--- config.mk ---
export PLATFORM = sky130hd
export DESIGN_NAME = lsu_dmem_flat
export DESIGN_NICKNAME = d
export VERILOG_FILES = /design/src/rtl/lsu_dmem_if.sv /design/src/rtl/lsu_dmem.sv /design/src/flat_wrapper.sv
export SDC_FILE = /design/constraint.sdc
export NUM_CORES = 1
export LEC_CHECK = 0
export BUFFER_PORTS_ARGS = -buffer_cell sky130_fd_sc_hd__buf_2
export CORE_ASPECT_RATIO = 0.8
export CORE_UTILIZATION = 50
export CTS_CLUSTER_SIZE = 14
export DETAILED_ROUTE_END_ITERATION = 10
export GPL_ROUTABILITY_DRIVEN = 0
export PLACE_DENSITY = 0.79
export SYNTH_ARGS = -nofsm -noshare
export SYNTH_HDL_FRONTEND = slang
export SYNTH_SLANG_ARGS = --single-unit
export TNS_END_PERCENT = 10
--- constraint.sdc ---
create_clock -name i_clk -period 10.2 [get_ports i_clk]
set_clock_uncertainty 0.2 [all_clocks]
set_input_delay 2.04 -clock i_clk [delete_from_list [all_inputs] [get_ports i_clk]]
set_output_delay 2.04 -clock i_clk [all_outputs]
set_load 0.02 [all_outputs]
--- src/rtl/lsu_dmem_if.sv ---
// rtl/lsu_dmem_if.sv - core-side request/response and data-SRAM bus bundle for lsu_dmem
interface lsu_dmem_if #(
  parameter int DEPTH_WORDS = 2048
);
  localparam int AW = $clog2(DEPTH_WORDS);

  // Core request side
  logic          i_req;
  logic          mem_wren;
  logic [1:0]    i_data_type;
  logic          i_unsigned;
  logic [31:0]   i_addr;
  logic [31:0]   i_st_data;
  // Core response side
  logic          o_stall;
  logic          o_ld_vld;
  logic [31:0]   o_ld_data;
  // Data SRAM side
  logic          o_dmem_en;
  logic          o_dmem_we;
  logic [AW-1:0] o_dmem_addr;
  logic [31:0]   o_dmem_wdata;
  logic [3:0]    o_dmem_bmask;
  logic [31:0]   i_dmem_rdata;

  // The LSU itself
  modport slave (
    input  i_req, mem_wren, i_data_type, i_unsigned, i_addr, i_st_data, i_dmem_rdata,
    output o_stall, o_ld_vld, o_ld_data, o_dmem_en, o_dmem_we, o_dmem_addr,
           o_dmem_wdata, o_dmem_bmask
  );

  // The core plus SRAM environment around the LSU
  modport master (
    output i_req, mem_wren, i_data_type, i_unsigned, i_addr, i_st_data, i_dmem_rdata,
    input  o_stall, o_ld_vld, o_ld_data, o_dmem_en, o_dmem_we, o_dmem_addr,
           o_dmem_wdata, o_dmem_bmask
  );
endinterface

--- src/rtl/lsu_dmem.sv ---
// rtl/lsu_dmem.sv - load/store unit driving a word-wide synchronous data SRAM, splitting misaligned accesses
module lsu_dmem #(
  parameter int DEPTH_WORDS = 2048
) (
  input  logic         i_clk,
  input  logic         i_rst_n,
  lsu_dmem_if.slave    bus
);
  localparam int AW = $clog2(DEPTH_WORDS);

  typedef enum logic [1:0] {IDLE, RD1, RD2, WR2} state_t;

  state_t        state_q;
  logic          wren_q;
  logic [1:0]    type_q;
  logic          uns_q;
  logic [1:0]    off_q;
  logic [AW-1:0] idx_q;
  logic [31:0]   st_q;
  logic          mis_q;
  logic [31:0]   low_q;

  // Byte-lane mask of an access of the given type, anchored at lane 0
  function automatic logic [3:0] size_mask(input logic [1:0] t);
    case (t)
      2'b10:   size_mask = 4'b0001;
      2'b01:   size_mask = 4'b0011;
      default: size_mask = 4'b1111;
    endcase
  endfunction

  // Access crosses a word boundary (byte never does; half only at offset 3)
  function automatic logic misaligned(input logic [1:0] t, input logic [1:0] off);
    case (t)
      2'b10:   misaligned = 1'b0;
      2'b01:   misaligned = (off == 2'd3);
      default: misaligned = (off != 2'd0);
    endcase
  endfunction

  // Keep size bytes of an LSB-aligned value and zero/sign extend them
  function automatic logic [31:0] fmt_load(input logic [31:0] raw, input logic [1:0] t,
                                           input logic u);
    case (t)
      2'b10:   fmt_load = u ? {24'b0, raw[7:0]}  : {{24{raw[7]}}, raw[7:0]};
      2'b01:   fmt_load = u ? {16'b0, raw[15:0]} : {{16{raw[15]}}, raw[15:0]};
      default: fmt_load = raw;
    endcase
  endfunction

  logic [1:0]    in_off;
  logic [AW-1:0] in_idx;
  logic          in_mis;
  logic [7:0]    in_mask8;
  logic [AW-1:0] nxt_idx;
  logic [2:0]    hi_n;
  logic [5:0]    hi_sh;
  logic          unused_addr;

  assign in_off      = bus.i_addr[1:0];
  assign in_idx      = bus.i_addr[AW+1:2];
  assign in_mis      = misaligned(bus.i_data_type, in_off);
  assign in_mask8    = {4'b0000, size_mask(bus.i_data_type)} << in_off;
  // Second word of a split access; wraps from the last word back to 0
  assign nxt_idx     = idx_q + AW'(1);
  // Number of bytes of the access that land in the first word, and that count in bits
  assign hi_n        = 3'd4 - {1'b0, off_q};
  assign hi_sh       = {hi_n, 3'b000};
  assign unused_addr = ^bus.i_addr[31:AW+2];

  logic          stall, ld_vld, en, we;
  logic [31:0]   ld_data, wdata;
  logic [AW-1:0] addr;
  logic [3:0]    bmask;

  // Per-state SRAM command and core response; first access is issued in the request cycle
  always_comb begin
    stall   = 1'b0;
    ld_vld  = 1'b0;
    ld_data = '0;
    en      = 1'b0;
    we      = 1'b0;
    addr    = '0;
    wdata   = '0;
    bmask   = '0;
    case (state_q)
      IDLE: begin
        if (bus.i_req) begin
          en   = 1'b1;
          addr = in_idx;
          if (bus.mem_wren) begin
            we    = 1'b1;
            wdata = bus.i_st_data << {in_off, 3'b000};
            bmask = in_mask8[3:0];
            stall = in_mis;
          end else begin
            stall = 1'b1;
          end
        end
      end
      WR2: begin
        en    = 1'b1;
        we    = 1'b1;
        addr  = nxt_idx;
        wdata = st_q >> hi_sh;
        bmask = size_mask(type_q) >> hi_n;
      end
      RD1: begin
        if (mis_q) begin
          en    = 1'b1;
          addr  = nxt_idx;
          stall = 1'b1;
        end else begin
          ld_vld  = 1'b1;
          ld_data = fmt_load(bus.i_dmem_rdata >> {off_q, 3'b000}, type_q, uns_q);
        end
      end
      RD2: begin
        ld_vld  = 1'b1;
        ld_data = fmt_load(low_q | (bus.i_dmem_rdata << hi_sh), type_q, uns_q);
      end
      default: ;
    endcase
  end

  // Reset forces every output low at once, including the combinational request-cycle issue
  assign bus.o_stall      = i_rst_n & stall;
  assign bus.o_ld_vld     = i_rst_n & ld_vld;
  assign bus.o_ld_data    = i_rst_n ? ld_data : '0;
  assign bus.o_dmem_en    = i_rst_n & en;
  assign bus.o_dmem_we    = i_rst_n & we;
  assign bus.o_dmem_addr  = i_rst_n ? addr : '0;
  assign bus.o_dmem_wdata = i_rst_n ? wdata : '0;
  assign bus.o_dmem_bmask = i_rst_n ? bmask : '0;

  // Sequencer: latch the request in IDLE, walk the split-access states, keep the low load half
  always_ff @(posedge i_clk or negedge i_rst_n) begin
    if (!i_rst_n) begin
      state_q <= IDLE;
      wren_q  <= 1'b0;
      type_q  <= 2'b00;
      uns_q   <= 1'b0;
      off_q   <= 2'b00;
      idx_q   <= '0;
      st_q    <= '0;
      mis_q   <= 1'b0;
      low_q   <= '0;
    end else begin
      case (state_q)
        IDLE: begin
          if (bus.i_req) begin
            wren_q <= bus.mem_wren;
            type_q <= bus.i_data_type;
            uns_q  <= bus.i_unsigned;
            off_q  <= in_off;
            idx_q  <= in_idx;
            st_q   <= bus.i_st_data;
            mis_q  <= in_mis;
            if (!bus.mem_wren)  state_q <= RD1;
            else if (in_mis)    state_q <= WR2;
          end
        end
        RD1: begin
          if (mis_q) begin
            low_q   <= bus.i_dmem_rdata >> {off_q, 3'b000};
            state_q <= RD2;
          end else begin
            state_q <= IDLE;
          end
        end
        RD2:     state_q <= IDLE;
        WR2:     state_q <= IDLE;
        default: state_q <= IDLE;
      endcase
    end
  end
endmodule

--- src/flat_wrapper.sv ---
// flat-port wrapper written by rule: the top's interface ports become plain ports
module lsu_dmem_flat 
#(
  parameter int DEPTH_WORDS = 2048
)
  (i_clk, i_rst_n, bus_i_req, bus_mem_wren, bus_i_data_type, bus_i_unsigned, bus_i_addr, bus_i_st_data, bus_i_dmem_rdata, bus_o_stall, bus_o_ld_vld, bus_o_ld_data, bus_o_dmem_en, bus_o_dmem_we, bus_o_dmem_addr, bus_o_dmem_wdata, bus_o_dmem_bmask);
  lsu_dmem_if #(.DEPTH_WORDS(DEPTH_WORDS)) bus_i ();
  input  logic i_clk;
  input  logic i_rst_n;
  input wire logic [$bits(bus_i.i_req)-1:0] bus_i_req;
  input wire logic [$bits(bus_i.mem_wren)-1:0] bus_mem_wren;
  input wire logic [$bits(bus_i.i_data_type)-1:0] bus_i_data_type;
  input wire logic [$bits(bus_i.i_unsigned)-1:0] bus_i_unsigned;
  input wire logic [$bits(bus_i.i_addr)-1:0] bus_i_addr;
  input wire logic [$bits(bus_i.i_st_data)-1:0] bus_i_st_data;
  input wire logic [$bits(bus_i.i_dmem_rdata)-1:0] bus_i_dmem_rdata;
  output wire logic [$bits(bus_i.o_stall)-1:0] bus_o_stall;
  output wire logic [$bits(bus_i.o_ld_vld)-1:0] bus_o_ld_vld;
  output wire logic [$bits(bus_i.o_ld_data)-1:0] bus_o_ld_data;
  output wire logic [$bits(bus_i.o_dmem_en)-1:0] bus_o_dmem_en;
  output wire logic [$bits(bus_i.o_dmem_we)-1:0] bus_o_dmem_we;
  output wire logic [$bits(bus_i.o_dmem_addr)-1:0] bus_o_dmem_addr;
  output wire logic [$bits(bus_i.o_dmem_wdata)-1:0] bus_o_dmem_wdata;
  output wire logic [$bits(bus_i.o_dmem_bmask)-1:0] bus_o_dmem_bmask;
  assign bus_i.i_req = bus_i_req;
  assign bus_i.mem_wren = bus_mem_wren;
  assign bus_i.i_data_type = bus_i_data_type;
  assign bus_i.i_unsigned = bus_i_unsigned;
  assign bus_i.i_addr = bus_i_addr;
  assign bus_i.i_st_data = bus_i_st_data;
  assign bus_i.i_dmem_rdata = bus_i_dmem_rdata;
  assign bus_o_stall = bus_i.o_stall;
  assign bus_o_ld_vld = bus_i.o_ld_vld;
  assign bus_o_ld_data = bus_i.o_ld_data;
  assign bus_o_dmem_en = bus_i.o_dmem_en;
  assign bus_o_dmem_we = bus_i.o_dmem_we;
  assign bus_o_dmem_addr = bus_i.o_dmem_addr;
  assign bus_o_dmem_wdata = bus_i.o_dmem_wdata;
  assign bus_o_dmem_bmask = bus_i.o_dmem_bmask;
  lsu_dmem #(.DEPTH_WORDS(DEPTH_WORDS)) u_core (.i_clk(i_clk), .i_rst_n(i_rst_n), .bus(bus_i));
endmodule
Word-level counts from Yosys, hierarchy flattened

Cells that the tools add are included.

Equal/unequal tests: 10
Multiplexer cells: 41
Bitwise logic cells: 5
Shifts and indexed selects: 6
Reductions and logical operators: 6
Add/subtract/negate cells: 2

Operators by type and width:

| kind                                                                    | number |
|---|---|
| 32-bit two-way mux                                                      | 9 |
| 32-bit one-hot mux with 2 select lines                                  | 4 |
| 11-bit two-way mux                                                      | 3 |
| 11-bit one-hot mux with 3 select lines                                  | 1 |
| 32-bit OR                                                               | 1 |
| 32-bit by 5-bit left shift with 32-bit output                           | 1 |
| 32-bit by 6-bit left shift with 32-bit output                           | 1 |
| 32-bit by 5-bit >> shifter with 32-bit output                           | 1 |
| 32-bit by 6-bit >> shifter with 32-bit output                           | 1 |
| 4-bit one-hot mux with 2 select lines                                   | 3 |
| 4-bit two-way mux                                                       | 4 |
| 11-bit by 1-bit adder with 11-bit output, second input constant         | 1 |
| 2-bit == test, second input constant                                    | 5 |
| 2-bit two-way mux                                                       | 4 |
| 1-bit one-hot mux with 2 select lines                                   | 4 |
| 1-bit two-way mux                                                       | 7 |
| 2-bit by 1-bit == test with 1-bit output, second input constant         | 3 |
| 2-bit one-hot mux with 3 select lines                                   | 1 |
| 2-bit AND reduction                                                     | 3 |
| 1-bit AND                                                               | 4 |
| 4-bit by 2-bit left shift with 4-bit output                             | 1 |
| 4-bit by 3-bit >> shifter with 4-bit output                             | 1 |
| 3-bit by 2-bit inequality test with 1-bit output, second input constant | 1 |
| 1-bit one-hot mux with 3 select lines                                   | 1 |
| other kinds (5)                                                         | 5 |

Bits in registers: 83
Word-level logic and storage cells: 78
Output and inout port bits: 83

Longest topological paths before layout

Gate-level depths: netlist of run 1.

Word-level depth: 7
Depth in mapped cells: 12
Mapped depth without buffers: 6

Worst setup path before layout of run 1

No wires, ideal clock.

Kind: input to output
From: input port bus_i_addr[0]
To: output port bus_o_dmem_wdata[16]
Cell stages on the path: 5
Arrival: 3.371 ns
Buffers on the path: 2
Path slack: 4.589 ns
Data required time: 7.960 ns
Cells stage by stage: buf_2 -> buf_2 -> nor3b_1 -> nand2_1 -> a21oi_1

Cells in the longest elaborated chain, start to end: 5

Ends and longest elaborated chain:

| what                                          | line               | source |
|---|---|---|
| start: declaration                            | flat_wrapper.sv:14 | `input wire logic [$bits(bus_i.i_addr)-1:0] bus_i_addr;` |
| 32-bit by 5-bit left shift with 32-bit output | lsu_dmem.sv:93     | `wdata = bus.i_st_data << {in_off, 3'b000};` |
| 32-bit two-way mux                            | lsu_dmem.sv:91     | `if (bus.mem_wren) begin` |
| 32-bit two-way mux                            | lsu_dmem.sv:88     | `if (bus.i_req) begin` |
| 32-bit one-hot mux with 2 select lines        | lsu_dmem.sv:86     | `case (state_q)` |
| 32-bit two-way mux                            | lsu_dmem.sv:133    | `assign bus.o_dmem_wdata = i_rst_n ? wdata : '0;` |
| end: declaration                              | flat_wrapper.sv:23 | `output wire logic [$bits(bus_i.o_dmem_wdata)-1:0] bus_o_dmem_wdata;` |

Every way passes these cells.

Final worst setup path of run 1

From: input port i_rst_n
To: output port bus_o_ld_data[27]

Cells in the longest elaborated chain, start to end: 1

Ends and longest elaborated chain:

| what               | line               | source |
|---|---|---|
| start: declaration | flat_wrapper.sv:9  | `input logic i_rst_n;` |
| 32-bit two-way mux | lsu_dmem.sv:129    | `assign bus.o_ld_data = i_rst_n ? ld_data : '0;` |
| end: declaration   | flat_wrapper.sv:19 | `output wire logic [$bits(bus_i.o_ld_data)-1:0] bus_o_ld_data;` |

Every way passes these cells.

==> impl_metrics.yaml, run 1 <==
layout:
  final_util_pct: 60.68
  nNetsFinal: 1047
  final_cell_mix: "nand2_1 (207), buf_2 (165), dfrtp_1 (82)"
  fillers: 1160
  final_common_cell: "nand2_1"
  syn2layout_area_growth_pct: 16.01
  drive_gt1_share_pct: 29.49
worst_setup_path:
  worst-endpoint-arrival_ps: 4260
  crit_required_ps: 7960
  critPathKind: "in -> out"
  cp-start-kind: "primary input"
  crit_path_end_kind: "primary output"
  crit_fanout: 51
cts:
  htree_levels: 3
  clock-sinks: 83
  clkTransAtPathRegs_ps: 60
  clock_latency_ps: 330
  postCtsSetupRepairBufs: 0
  cts_resized: 0
  hold_buffers: 0
  cts_tree: "done"
  numCtsBuffers: 9
  clockBufferDepth: 2
  cts_root_buf: "clkbuf_16"
route:
  drt_iter0_markers: 684
  via_per_inst: 6.164
  ant_nets: 0
  drt_wl_total_um: 21040
  drc: 0
  num_vias: 6854
  wl_per_cell_um: 18.92
  drtPass1Iterations: 5
grt:
  grt_max_degree: 75
  grt_usage_pct: 30.07
  antenna_found_initial: 2
  grt_pass1_wl_um: 33820
  grt_pass1_vias: 6309
  grt_overflow_total: 0
floorplan:
  start_util_pct: 52.30
  dieArea_mm2: 0.01423
  rows: 37
  dieWidth_um: 133.1
  ioPinCount: 186
  dieHeight_um: 106.9
  core_mm2: 0.01315
synthesis:
  async_reset_ff_share_pct: 100.0
  synth_edf_count: 0
  ys_seq_elements: 83
  ys_types: 60
  synth-seq-area-share_pct: 30.20
  syn_nets: 924
  synth_flop_cell: "dfrtp_1"
  syn_area_per_cell_um2: 8.500
  synth_area_mm2: 0.006877
  ys_warn_count: 0
  syn_inst: 809
timing:
  slew-limit-headroom_pct: 24.34
  slew_violations: 0
  tns_ps: 0
  period_minus_slack_ps: 6504
  worstMarginPinSlew_ps: 1134
  rsz0062_at_grt: "no"
  setup_violations: 0
  hold_viol_final: 0
  fmax_mhz: 153.7
  timing.final.crit_share_pct: 63.77
  whs_ps: 270.8
min_path:
  hold_path_class: "reg -> reg"
job:
  drv_cap: 0
power:
  power_density_mw_per_mm2: 285.9
  irDropWorstVdd_v: 0.0001522
  leakagePower_nw: 3.706
run_status:
  status: "finished, final reports clean"
placed_design:
  dp_hpwl_um: 14420
  port_buffers: 166
==> final timing paths <==
kind | start | to | slack [ps] | cells past startpoint
min | u_core.st_q[6]$_DFFE_PN0P_ | u_core.st_q[6]$_DFFE_PN0P_ | 270 | 2
min in group asynchronous | i_rst_n | u_core.low_q[4]$_DFFE_PN0P_ | 1510 | 1
max | i_rst_n | bus_o_ld_data[27] | 3700 | 5
max in group asynchronous | i_rst_n | u_core.st_q[29]$_DFFE_PN0P_ | 7280 | 2
max reg2reg | u_core.off_q[0]$_DFFE_PN0P_ | u_core.low_q[11]$_DFFE_PN0P_ | 7700 | 4
min reg2reg | u_core.st_q[6]$_DFFE_PN0P_ | u_core.st_q[6]$_DFFE_PN0P_ | 270 | 2
==> final cells by class <==
type	count	area [um2]	area share, %
inverter	15	56.30	0.7058
tap	175	219.0	2.745
clock buffer	12	266.5	3.341
sequential	83	2078	26.05
timing repair buffer	175	900.9	11.29
multi-input combinational	648	4408	55.25
antenna	1	2.502	0.03137
clock inverter	3	46.29	0.5803
==> layer usage <==
layer	track usage, %	vias to the layer above	wire, um	share of wire (%)
li1	-	3183	-	-
met1	42.80	3243	9129	43
met2	44.84	386	9343	44
met3	6.714	42	2117	10
met4	10.55	0	454	2.2
met5	0	-	0	0
==> worst max-delay path: stages <==
cell	delay (ps)
buf_4	480
buf_4	580
nand3_1	470
o32ai_1	450
buf_2	230
==> power breakdown <==
group | leakage [nW] | internal, W | switching (W)
logic | 2.52 | 0.000512 | 0.000823
clock network | 0.151 | 0.000209 | 0.000133
registers | 1.03 | 0.000483 | 0.000122
total | 3.71 | 0.00120 | 0.00108
==> registers in the layout, indices dropped and copies added, names as in the netlist <==
register,cells
u_core.mis_q,1
u_core.state_q,2
u_core.off_q,2
u_core.idx_q,11
u_core.low_q,32
u_core.type_q,2
u_core.uns_q,1
u_core.st_q,32
==> cells by family (layout without fill, tap and decap cells) <==
family	Yosys count	in the layout	synth area share [%]
buffers and inverters	78	205	5.713
and+or+nand+nor	293	293	18.27
adders and majority gates	12	12	2.183
DFF	83	83	30.20
AOI/OAI and AO/OA	240	240	24.51
other	0	1	0
xor gates and xnor gates	7	7	0.8916
muxes	96	96	18.23
==> cell usage after synthesis (14+ instances only) <==
master | instances | area share, %
a22oi_1 | 31 | 3.4
a22o_1 | 16 | 2.0
dfrtp_1 | 83 | 30
buf_2 | 20 | 1.5
mux2i_1 | 24 | 3.5
nor2_1 | 34 | 1.9
clkbuf_1 | 31 | 1.7
mux4_2 | 17 | 5.6
o21ai_0 | 46 | 3.3
mux2_2 | 43 | 7.0
a21oi_1 | 62 | 4.5
inv_1 | 14 | 0.76
nand2_1 | 207 | 11
==> metrics by stage <==
stage	cells	setup slack [ps]	area (um2)	power [W]
after global routing	1112	3374	7978	0.002443
after floorplan	809	4589	6877	0.001653
after global placement	1096	3647	7662	0.001874
final	1112	3696	7978	0.002281
after CTS	1111	3631	7975	0.002262
after detailed placement	1096	3627	7662	0.001910
No activity file was read; power rests on OpenSTA's default activity.
==> run 2: changes to the inputs <==
--- a/config.mk
+++ b/config.mk
@@ -7,11 +7,11 @@
 export LEC_CHECK = 0
 export BUFFER_PORTS_ARGS = -buffer_cell sky130_fd_sc_hd__buf_2
 export CORE_ASPECT_RATIO = 0.8
-export CORE_UTILIZATION = 50
+export CORE_UTILIZATION = 49
 export CTS_CLUSTER_SIZE = 14
 export DETAILED_ROUTE_END_ITERATION = 10
 export GPL_ROUTABILITY_DRIVEN = 0
-export PLACE_DENSITY = 0.79
+export PLACE_DENSITY = 0.8
 export SYNTH_ARGS = -nofsm -noshare
 export SYNTH_HDL_FRONTEND = slang
 export SYNTH_SLANG_ARGS = --single-unit
==> constraint.sdc (replaced) <==
create_clock -name i_clk -period 5.7 [get_ports i_clk]
set_clock_uncertainty 0.2 [all_clocks]
set_input_delay 1.14 -clock i_clk [delete_from_list [all_inputs] [get_ports i_clk]]
set_output_delay 1.14 -clock i_clk [all_outputs]
set_load 0.02 [all_outputs]
==> run 2 against run 1 <==
Effect of this change: power rose by 80%; critical endpoint is now bus_o_ld_data[16]; largest cell class unchanged; sequential cell count stayed put; global-route usage is 1.3 points lower; register-to-register slack lost 4500 ps; die area rose by 2.0%; highest routed layer unchanged; combinational power up 78%.
==> impl_metrics.yaml, run 2 (synthesis results as in run 1) <==
layout:
  final_common_cell: "nand2_1"
  largestRegisters: "u_core.low_q (32), u_core.st_q (32), u_core.idx_q (11)"
  final_util_pct: 58.69
  nNetsFinal: 1048
  drive_gt1_share_pct: 29.53
  final_cell_mix: "nand2_1 (207), buf_2 (165), dfrtp_1 (82)"
  regArea_mm2: 0.002078
  multi_input_comb_area_mm2: 0.004408
  syn2layout_area_growth_pct: 16.47
  fillers: 1238
route:
  drtPass1Iterations: 5
  drt_wl_total_um: 20720
  wl_per_cell_um: 18.50
  ant_nets: 0
  via_per_inst: 6.081
  num_vias: 6811
  drc: 0
  drt_iter0_markers: 743
timing:
  rsz0062_at_grt: "no"
  tns_ps: 0
  hold_viol_final: 0
  fmax_mhz: 203.1
  setup_violations: 0
  slew-limit-headroom_pct: 22.48
  period_minus_slack_ps: 4923
  timing.final.crit_share_pct: 86.38
  slew_violations: 0
  worstMarginPinSlew_ps: 1162
worst_setup_path:
  crit_fanout: 20
  rrSetupSlack_ps: 3230
  crit_path_end_kind: "primary output"
  cp-startpoint: "u_core.off_q[0]$_DFFE_PN0P_"
  r2r_start: "u_core.off_q[0]$_DFFE_PN0P_"
  endpoint: "bus_o_ld_data[16]"
  crit_required_ps: 4360
  cp-start-kind: "flop"
  r2r-end: "u_core.low_q[13]$_DFFE_PN0P_"
  critPathKind: "reg -> out"
  slowest_delay_ps: 740
  worstRegToRegCells: 4
  crit_slowest_cell: "ha_1"
  worst-endpoint-arrival_ps: 3580
  cp_cell_sequence: "inv_2, ha_1, or2_1, o31ai_4, o221ai_2, o22ai_1, buf_2"
cts:
  clock_latency_ps: 330
  hold_buffers: 0
  clkTransAtPathRegs_ps: 70
  postCtsSetupRepairBufs: 0
  clockBufferDepth: 2
  clock-sinks: 83
  htree_levels: 3
  cts_resized: 0
  cts_root_buf: "clkbuf_16"
  numCtsBuffers: 9
  cts_tree: "done"
floorplan:
  rows: 38
  ioPinCount: 186
  dieWidth_um: 134.4
  core_mm2: 0.01365
  dieHeight_um: 108.0
  dieArea_mm2: 0.01451
  start_util_pct: 50.39
placed_design:
  dp_hpwl_um: 14370
  port_buffers: 166
grt:
  grt_pass1_wl_um: 33110
  grt_max_degree: 75
  grt_overflow_total: 0
  grt_pass1_vias: 6387
  gr-usage-met3_pct: 6.282
  grt-busiest-layer: "met2"
  antenna_found_initial: 2
  grt_use_met2_pct: 43.26
  grt_use_met1_pct: 41.20
  grt_usage_pct: 28.82
run_status:
  status: "finished, final reports clean"
power:
  power_density_mw_per_mm2: 511.8
  irDropWorstVdd_v: 0.0003130
  leakagePower_nw: 3.716
min_path:
  hold_path_class: "reg -> reg"
job:
  drv_cap: 0
==> run 2: cell count changes in the layout (fill, tap and decap cells not counted) <==
| cell | before | now |
|---|---|---|
| buf_4 | 10 | 11 |
| clkbuf_8 | 3 | 1 |
| clkbuf_1 | 0 | 1 |
| diode_2 | 1 | 2 |
| inv_6 | 0 | 1 |
| bufinv_16 | 1 | 2 |
==> run 2: worst min-delay path by stage <==
stage                                    start                          to  cells after the start
CTS                 u_core.st_q[6]$_DFFE_PN0P_  u_core.st_q[6]$_DFFE_PN0P_                      2
global placement    u_core.st_q[6]$_DFFE_PN0P_  u_core.st_q[6]$_DFFE_PN0P_                      2
finish              u_core.st_q[5]$_DFFE_PN0P_  u_core.st_q[5]$_DFFE_PN0P_                      2
floorplan           u_core.st_q[3]$_DFFE_PN0P_  u_core.st_q[3]$_DFFE_PN0P_                      2
global route        u_core.st_q[5]$_DFFE_PN0P_  u_core.st_q[5]$_DFFE_PN0P_                      2
detailed placement  u_core.st_q[6]$_DFFE_PN0P_  u_core.st_q[6]$_DFFE_PN0P_                      2
==> run 2: cell type report <==
cell class / instances / share of cell area, %
Clock buffer: 11 / 3.031
Timing Repair Buffer: 176 / 11.34
Inverter: 15 / 0.7030
Sequential cell: 83 / 25.95
Antenna cell: 2 / 0.06249
Tap cell: 180 / 2.812
Multi-Input combinational cell: 648 / 55.04
Clock inverter: 5 / 1.062
==> run 2: metal layers <==
metal	routed length, um	up-vias
li1	-	3177
met3	2060	31
met4	394	0
met5	0	-
met2	9255	359
met1	9008	3244
==> run 2: worst max-delay path: cells and delay by family, from the launching register on <==
kind / cells / cell delay (ps)
and+or+nand+nor: 1 / 490
AOI/OAI and AO/OA: 3 / 1000
adders and majority gates: 1 / 740
buffers and inverters: 2 / 590
DFF: 1 / 410
==> run 2: per-stage QoR <==
stage / hold slack, ps / area (um2) / cells / total power, W / setup WS (ps)
floorplan: 238.5 / 6877 / 809 / 0.002958 / 1651
global placement: 251.8 / 7676 / 1102 / 0.003341 / 1204
detailed placement: 256.6 / 7676 / 1102 / 0.003407 / 1146
CTS: 272.7 / 8004 / 1118 / 0.004074 / 807.8
global route: 299.7 / 8009 / 1120 / 0.004395 / 534.0
finish: 274.1 / 8009 / 1120 / 0.004099 / 776.6
==> run 2: report_power, final <==
part / internal, W / leakage [nW] / switching [W]
clock: 0.000399 / 0.156 / 0.000249
sequential: 0.000864 / 1.03 / 0.000217
combinational: 0.000915 / 2.53 / 0.00146
